<file path="config.mk">
export PLATFORM = sky130hd
export DESIGN_NAME = proj_to_affine_flat
export DESIGN_NICKNAME = d
export VERILOG_FILES = /design/src/rtl/proj_to_affine_if.sv /design/src/rtl/proj_to_affine.sv /design/src/flat_wrapper.sv
export SDC_FILE = /design/constraint.sdc
export NUM_CORES = 2
export LEC_CHECK = 0
export CAP_MARGIN = 20
export CELL_PAD_IN_SITES_DETAIL_PLACEMENT = 1
export CELL_PAD_IN_SITES_GLOBAL_PLACEMENT = 1
export CORE_AREA = 2 2 461 463
export CTS_CLUSTER_SIZE = 40
export DETAILED_ROUTE_END_ITERATION = 12
export DIE_AREA = 0 0 463 465
export GPL_TIMING_DRIVEN = 0
export PLACE_DENSITY_LB_ADDON = 0.1
export SYNTH_ARGS = -nofsm -noshare
export SYNTH_HDL_FRONTEND = slang
export SYNTH_SLANG_ARGS = --single-unit
</file>
<file path="constraint.sdc">
create_clock -name clk -period 3.1 [get_ports clk]
set_input_delay 0.31 -clock clk [delete_from_list [all_inputs] [get_ports clk]]
set_output_delay 0.31 -clock clk [all_outputs]
set_load 0.005 [all_outputs]
</file>
<file path="src/rtl/proj_to_affine_if.sv">
// Handshake bundle for proj_to_affine: operand strobe, inverter request/response
// and result/error strobes. The design side uses the slave modport.
interface proj_to_affine_if #(
    parameter int N = 233
);
    logic         in_valid;
    logic [N-1:0] x_in;
    logic [N-1:0] z_in;
    logic         busy;
    logic         inv_in_valid;
    logic [N-1:0] inv_din;
    logic         inv_out_valid;
    logic [N-1:0] inv_dout;
    logic [N-1:0] dout;
    logic         out_valid;
    logic         error;

    modport slave (
        input  in_valid, x_in, z_in, inv_out_valid, inv_dout,
        output busy, inv_in_valid, inv_din, dout, out_valid, error
    );

    modport master (
        output in_valid, x_in, z_in, inv_out_valid, inv_dout,
        input  busy, inv_in_valid, inv_din, dout, out_valid, error
    );
endinterface

</file>
<file path="src/rtl/proj_to_affine.sv">
// Projective-to-affine conversion over GF(2^233): x = X * Z^-1 using an external inverter
// and a bit-serial MSB-first multiplier. Define INV_RESULT_CHECK_EN to verify Z * Z^-1 == 1.
//
// state  | meaning
// IDLE   | waiting for in_valid; Z=0 pulses error here
// REQ    | one-cycle inverter request
// WAIT   | waiting for inverter response, bounded by TIMEOUT
// MUL    | N-cycle serial multiply X * Z^-1
// CHK    | N-cycle serial multiply Z * Z^-1, must equal 1 (macro build only)
// DONE   | publish result
module proj_to_affine #(
    parameter int N       = 233,
    parameter int TIMEOUT = 4095
) (
    input  logic               clk,
    input  logic               rst_n,
    proj_to_affine_if.slave    bus
);

    localparam int CW_T = $clog2(TIMEOUT + 1);
    localparam int CW_N = $clog2(N);
    localparam int CW   = (CW_T > CW_N) ? CW_T : CW_N;

    // f(x) = x^233 + x^74 + 1: the overflow bit folds back into bits 74 and 0
    localparam logic [N-1:0] POLY = (N'(1) << 74) | N'(1);
    localparam logic [N-1:0] ONE  = N'(1);

    typedef enum logic [2:0] {
        S_IDLE,
        S_REQ,
        S_WAIT,
        S_MUL,
`ifdef INV_RESULT_CHECK_EN
        S_CHK,
`endif
        S_DONE
    } state_t;

    state_t        state_q, state_d;
    logic [N-1:0]  x_q, x_d;
    logic [N-1:0]  z_q, z_d;
    logic [N-1:0]  acc_q, acc_d;
    logic [N-1:0]  b_q, b_d;
    logic [CW-1:0] cnt_q, cnt_d;
    logic [N-1:0]  dout_q, dout_d;
    logic          out_valid_q, out_valid_d;
    logic          error_q, error_d;
`ifdef INV_RESULT_CHECK_EN
    logic [N-1:0]  zinv_q, zinv_d;
    logic [N-1:0]  res_q, res_d;
`endif

    logic [N-1:0]  mul_a;
    logic [N-1:0]  acc_step;

    always_comb begin
        state_d     = state_q;
        x_d         = x_q;
        z_d         = z_q;
        acc_d       = acc_q;
        b_d         = b_q;
        cnt_d       = cnt_q;
        dout_d      = dout_q;
        out_valid_d = 1'b0;
        error_d     = 1'b0;
`ifdef INV_RESULT_CHECK_EN
        zinv_d      = zinv_q;
        res_d       = res_q;
        mul_a       = (state_q == S_CHK) ? z_q : x_q;
`else
        mul_a       = x_q;
`endif
        // one MSB-first step: acc*x mod f, then add a if the current multiplier bit is set
        acc_step = {acc_q[N-2:0], 1'b0} ^ (acc_q[N-1] ? POLY : '0) ^ (b_q[N-1] ? mul_a : '0);

        case (state_q)
            S_IDLE: begin
                if (bus.in_valid) begin
                    x_d = bus.x_in;
                    z_d = bus.z_in;
                    if (bus.z_in == '0) begin
                        error_d = 1'b1;
                        dout_d  = '0;
                    end else begin
                        state_d = S_REQ;
                    end
                end
            end
            S_REQ: begin
                cnt_d   = '0;
                state_d = S_WAIT;
            end
            S_WAIT: begin
                if (bus.inv_out_valid) begin
                    b_d     = bus.inv_dout;
                    acc_d   = '0;
                    cnt_d   = '0;
                    state_d = S_MUL;
`ifdef INV_RESULT_CHECK_EN
                    zinv_d  = bus.inv_dout;
`endif
                end else if (cnt_q == CW'(TIMEOUT - 1)) begin
                    error_d = 1'b1;
                    cnt_d   = '0;
                    state_d = S_IDLE;
                end else begin
                    cnt_d = cnt_q + CW'(1);
                end
            end
            S_MUL: begin
                acc_d = acc_step;
                b_d   = b_q << 1;
                if (cnt_q == CW'(N - 1)) begin
                    cnt_d = '0;
`ifdef INV_RESULT_CHECK_EN
                    res_d   = acc_step;
                    acc_d   = '0;
                    b_d     = zinv_q;
                    state_d = S_CHK;
`else
                    state_d = S_DONE;
`endif
                end else begin
                    cnt_d = cnt_q + CW'(1);
                end
            end
`ifdef INV_RESULT_CHECK_EN
            S_CHK: begin
                acc_d = acc_step;
                b_d   = b_q << 1;
                if (cnt_q == CW'(N - 1)) begin
                    cnt_d = '0;
                    if (acc_step == ONE) begin
                        state_d = S_DONE;
                    end else begin
                        error_d = 1'b1;
                        state_d = S_IDLE;
                    end
                end else begin
                    cnt_d = cnt_q + CW'(1);
                end
            end
`endif
            S_DONE: begin
`ifdef INV_RESULT_CHECK_EN
                dout_d = res_q;
`else
                dout_d = acc_q;
`endif
                out_valid_d = 1'b1;
                state_d     = S_IDLE;
            end
            default: state_d = S_IDLE;
        endcase
    end

    always_ff @(posedge clk or negedge rst_n) begin
        if (!rst_n) begin
            state_q     <= S_IDLE;
            x_q         <= '0;
            z_q         <= '0;
            acc_q       <= '0;
            b_q         <= '0;
            cnt_q       <= '0;
            dout_q      <= '0;
            out_valid_q <= 1'b0;
            error_q     <= 1'b0;
`ifdef INV_RESULT_CHECK_EN
            zinv_q      <= '0;
            res_q       <= '0;
`endif
        end else begin
            state_q     <= state_d;
            x_q         <= x_d;
            z_q         <= z_d;
            acc_q       <= acc_d;
            b_q         <= b_d;
            cnt_q       <= cnt_d;
            dout_q      <= dout_d;
            out_valid_q <= out_valid_d;
            error_q     <= error_d;
`ifdef INV_RESULT_CHECK_EN
            zinv_q      <= zinv_d;
            res_q       <= res_d;
`endif
        end
    end

    assign bus.busy         = (state_q != S_IDLE);
    assign bus.inv_in_valid = (state_q == S_REQ);
    assign bus.inv_din      = z_q;
    assign bus.dout         = dout_q;
    assign bus.out_valid    = out_valid_q;
    assign bus.error        = error_q;

endmodule

</file>
<file path="src/flat_wrapper.sv">
// flat-port wrapper written by rule: the top's interface ports become plain ports
module proj_to_affine_flat 
#(
    parameter int N       = 233,
    parameter int TIMEOUT = 4095
)
  (clk, rst_n, bus_in_valid, bus_x_in, bus_z_in, bus_inv_out_valid, bus_inv_dout, bus_busy, bus_inv_in_valid, bus_inv_din, bus_dout, bus_out_valid, bus_error);
  proj_to_affine_if #(.N(N)) bus_i ();
  input  logic clk;
  input  logic rst_n;
  input wire logic [$bits(bus_i.in_valid)-1:0] bus_in_valid;
  input wire logic [$bits(bus_i.x_in)-1:0] bus_x_in;
  input wire logic [$bits(bus_i.z_in)-1:0] bus_z_in;
  input wire logic [$bits(bus_i.inv_out_valid)-1:0] bus_inv_out_valid;
  input wire logic [$bits(bus_i.inv_dout)-1:0] bus_inv_dout;
  output wire logic [$bits(bus_i.busy)-1:0] bus_busy;
  output wire logic [$bits(bus_i.inv_in_valid)-1:0] bus_inv_in_valid;
  output wire logic [$bits(bus_i.inv_din)-1:0] bus_inv_din;
  output wire logic [$bits(bus_i.dout)-1:0] bus_dout;
  output wire logic [$bits(bus_i.out_valid)-1:0] bus_out_valid;
  output wire logic [$bits(bus_i.error)-1:0] bus_error;
  assign bus_i.in_valid = bus_in_valid;
  assign bus_i.x_in = bus_x_in;
  assign bus_i.z_in = bus_z_in;
  assign bus_i.inv_out_valid = bus_inv_out_valid;
  assign bus_i.inv_dout = bus_inv_dout;
  assign bus_busy = bus_i.busy;
  assign bus_inv_in_valid = bus_i.inv_in_valid;
  assign bus_inv_din = bus_i.inv_din;
  assign bus_dout = bus_i.dout;
  assign bus_out_valid = bus_i.out_valid;
  assign bus_error = bus_i.error;
  proj_to_affine #(.N(N), .TIMEOUT(TIMEOUT)) u_core (.clk(clk), .rst_n(rst_n), .bus(bus_i));
endmodule
</file>
* Word-level counts from Yosys, hierarchy flattened
Cells that the tools add are included.
** Storage, ports and cells
- Flip-flop bits (word level) :: 1182
- Logic and storage cells :: 59
** Operators by class
- Add/subtract/negate cells :: 1
- Equality and inequality tests :: 12
- Multiplexer cells :: 25
- Bitwise operators :: 2
- Reduce and logical (&&, ||, !) cells :: 10
** Operator list (count)
- $pmux 233 s2 :: 3
- $mux 233 :: 5
- $xor 233x233->233 :: 2
- $logic_not 233->1 :: 1
- $mux 75 :: 1
- $mux 12 :: 3
- $pmux 12 s3 :: 1
- $mux 3 :: 5
- $add 12x1->12 const B :: 1
- $eq 12x12->1 const B :: 1
- $eq 12x8->1 const B :: 1
- $pmux 3 s4 :: 1
- $eq 3x2->1 const B :: 2
- $ne 2x2->1 const B :: 3
- $reduce_bool 3->1 :: 2
- $mux 1 :: 5
- $ne 2x1->1 const B :: 2
- $reduce_and 2->1 :: 2
- $reduce_and 4->1 :: 1
- $reduce_bool 2->1 :: 2
- $eq 3x1->1 const B :: 1
- $eq 3x3->1 const B :: 1
- $logic_not 3->1 :: 1
- $ne 3x2->1 const B :: 1
- 2 further kinds :: 2

* Logic depth before layout (Yosys ltp)
- Word-level depth :: 4
- Gate-level depth with buffers :: 8
- Gate-level depth less buffers :: 7

* Worst setup path before layout
Ideal clock, no wire load.
- Path kind :: reg-to-reg
- From :: register u_core.state_q[2]
- To :: register u_core.dout_q[111], in the netlist u_core.bus.dout[111]
- Library setup time :: 0.144 ns
- Data arrival time :: 1.676 ns
- Required time :: 2.956 ns
- Setup slack :: 1.280 ns
- Cell stages (with the launch flop) :: 8
- Path buffers :: 4
- Path through :: dfrtp_1 -> buf_2 -> nor3_1 -> and2_1 -> buf_2 -> buf_4 -> clkbuf_1 -> a21oi_2
** On the way
- Word-level cells in the longest chain between the ends :: 3
- Elaborated cells between the ends (all ways) :: 7
- Classes of those cells :: eq/ne (3); mux (1); reduce/logical (3)
** Ends and longest elaborated chain
- from (decl) :: line proj_to_affine.sv:39 : state_t state_q, state_d;
- from (signal assigned) :: line proj_to_affine.sv:173 : state_q <= state_d;
- $logic_not 3->1 or $eq 3x3->1 (tied branches) :: line proj_to_affine.sv:76 : case (state_q)
- $ne 2x1->1 (no source line) (tied with other cells)
- $reduce_and 3->1 (no source line)
- to (signal assigned) :: line proj_to_affine.sv:179 : dout_q <= dout_d;
- to (decl) :: line proj_to_affine.sv:45 : logic [N-1:0] dout_q, dout_d;
Several ways; a longest one is shown, not always the timed one.
A chain may end at the register's enable or synchronous reset.

* Final worst setup path
- From :: input bus_z_in[144]
- To :: register u_core.dout_q[131], in the netlist u_core.bus.dout[131]
** On the way
- Word-level cells in the longest chain between the ends :: 3
** Ends and longest elaborated chain
- from (decl) :: line flat_wrapper.sv:13 : input wire logic [$bits(bus_i.z_in)-1:0] bus_z_in;
- $logic_not 233->1 :: line proj_to_affine.sv:81 : if (bus.z_in == '0) begin
- $ne 2x1->1 (no source line)
- $reduce_and 3->1 (no source line)
No other way between the ends.

==> flow_summary.toml <==
[floorplan]
coreArea_um2 = 211000
start_util_pct = 23.9
dieArea_um2 = 215000
pin_count = 1173
die_h_um = 465
rows = 169
fp.dieW_um = 463

[clock_tree]
clock_latency_ns = 0.80
clkSinkCount = 1182
cts_buffers = 153
cts.clk_slew.worst_paths_ns = 0.06
htreeDepth = 4
cts_root_buf = "clkbuf_16"
cts_buffer_depth = 3
cts_setup_buffers = 0
cts_tree = "done"

[synth]
synth_nets = 5893
ys_warn_count = 0
netlist_instances = 5187
syn_area_per_cell_um2 = 9.70
yosysSeqAreaShare_pct = 58.8
synth_seq_cells = 1182
synth-main-ff-cell = "dfrtp_1"
netlist_area_um2 = 50300
async_flop_share_pct = 100
ys_types = 40
synth_edf_count = 0

[setup_path]
rrSetupSlack_ns = 0.31
crit_path_start_kind = "primary input"
crit_path_start = "bus_z_in[144]"
r2r_end = "u_core.b_q[215]"
cp_max_fo = 11
worst-endpoint-arrival_ns = 3.63
r2r_cells = 7
crit_path_end = "u_core.bus.dout[131]"
path_class = "primary input to register"
end_kind = "register"
reg2reg_from = "u_core.state_q[1]"
crit_required_ns = 3.72

[timing]
tightest_slew_ns = 1.01
hold_slack_ns = 0.0546
hold_viol = 0
skew_ns = 0.0289
setup_slack_ns = 0.0916
fin_crit_ns = 3.01
setup_tns_ns = 0
slew_viol_final = 0
timing.fmax_mhz = 332
rsz0062_at_grt = "false"
max_slew_margin_pct = 32.8
fin_crit_sh_pct = 97.0
setup_viol = 0

[pwr]
netSwitchingFraction_pct = 22.6
peakVddDrop_mv = 0.556
clkPwrFrac_pct = 51.8
seq_power_share_pct = 43.9
p_per_area_nw_per_um2 = 490
power.switching_w = 0.00795
p_leak_nw = 29.3
pwr-share-comb_pct = 4.4
internal_power_w = 0.0272

[final_layout]
layout_common_cells = "nand2_1 (2106), dfrtp_1 (1182), clkdlybuf4s50_1 (1171)"
layout_commonest_cell = "nand2_1"
nNetsFinal = 7299
regArea_um2 = 29600
layout-drive-gt1-share_pct = 6.25
nFillCells = 24000
synthToLayoutAreaGrowth_pct = 42.7
multi_input_area_um2 = 19200
final_util_pct = 34.1

[grt]
grt_max_degree = 159
grt_pass1_wl_um = 342000
grt_use_total_pct = 21.8
overflow = 0
antenna_found_initial = 124
grt_pass1_vias = 46100

[detailed_routing]
initialDrtViolationCount = 1890
wire_per_inst_um = 24.9
route.antenna.remaining_nets = 0
vias = 42400
drc = 0
routed_via_density = 4.43
wirelength_um = 238000
dr.pass1.iters = 5

[status]
outcome = "complete, no violations"

[place]
place_congestion = 0.865
post-place-ws_ns = -1.45
hpwlAfterDp_um = 186000
port_buffers = 1172

[min_path]
hp-class = "primary input to register"

[job]
drv_cap = 0
worst max-delay path, stage by stage:
cell,delay (ns)
clkdlybuf4s50_1,0.50
nor4_1,0.45
nand4_1,0.21
nor4_1,0.84
and4_1,0.30
buf_4,0.28
buf_4,0.34
buf_4,0.25
a21oi_1,0.09
cells in the mapped netlist (all sizes together), types with 3 or more instances:
cell type	count	area, um^2
dfrtp	1182	29600
nand3	7	35.0
and2	4	25.0
nor2b	3	18.8
clkbuf	187	703
nor3	9	45.0
a31oi	3	18.8
nor4	60	375
nand2	2107	7910
a21oi	241	1240
buf	155	895
nand4	16	100
mux2i	467	4670
xor2	233	2040
ha	3	37.5
o21ai	474	2370
nor2	10	37.5
inv	4	15.0
how the worst min path moves through the flow:
| stage | start | end | slack, ns | cells after the start |
|---|---|---|---|---|
| 6_report | bus_x_in[158] | u_core.mul_a[158] | 0.05 | 3 |
| 3_5_place_dp | rst_n | u_core.bus.dout[34] | 0.37 | 1 |
| 3_3_place_gp | u_core.bus.inv_din[95] | u_core.bus.inv_din[95] | 0.46 | 2 |
| 5_1_grt | bus_x_in[177] | u_core.mul_a[177] | 0.03 | 3 |
| 4_1_cts | bus_x_in[177] | u_core.mul_a[177] | 0.0003 | 3 |
| 2_1_floorplan | rst_n | u_core.acc_q[0] | 0.01 | 0 |
per-stage QoR:
stage               cell area (um^2)  instances  total power [W]
detailed placement             65900       9196           0.0172
finish                         71800       9567           0.0352
global placement               65600       9180           0.0171
global route                   71800       9553           0.0365
floorplan                      50300       5187           0.0157
CTS                            71700       9527           0.0359
power groups by stage:
stage	registers (W)	logic [W]	clock network (W)
after CTS	0.0154	0.00157	0.0189
after global routing	0.0154	0.00164	0.0194
after floorplan	0.0157	0.0000283	0
after global placement	0.0158	0.00129	0
after detailed placement	0.0157	0.00148	0
final	0.0154	0.00153	0.0182
sequential cells by signal, summed over array words and instances, names as in the netlist:
register              count
u_core.state_q            3
u_core.bus.dout         233
u_core.acc_q            233
u_core.bus.error          1
u_core.b_q              233
u_core.bus.out_valid      1
u_core.cnt_q             12
u_core.bus.inv_din      233
u_core.mul_a            233
metal layers:
metal	routed length [um]	track usage [%]
met2	121000	38.6
met1	89000	23.7
met4	8560	7.65
met5	337	0
met3	19400	8.22
logic make-up after synthesis:
kind of cell | share of synthesized area [%]
compound gates | 7.40
xor+xnor | 4.09
fa+ha+maj | 0.0746
buf+inv | 3.21
flops | 58.8
mux | 9.29
simple gates | 17.1
cell type report:
cell class                      count  area share, %
Clock buffer                      237           6.42
Inverter                            4         0.0209
Buffer                            341           2.24
Antenna cell                       39          0.136
Timing Repair Buffer             1252           17.7
Clock inverter                     32          0.622
Sequential cell                  1182           41.2
Multi-Input combinational cell   3659           26.7
Tap cell                         2821           4.92
timing repair:
item	4_1_cts	5_1_grt
hold buffers	63	0
endpoints found under the hold margin	191	0
gates cloned	0	1
pin swaps	1	0
resized for setup	14	1
endpoints found under the setup margin	1046	153
No activity file was read; power rests on OpenSTA's default activity.
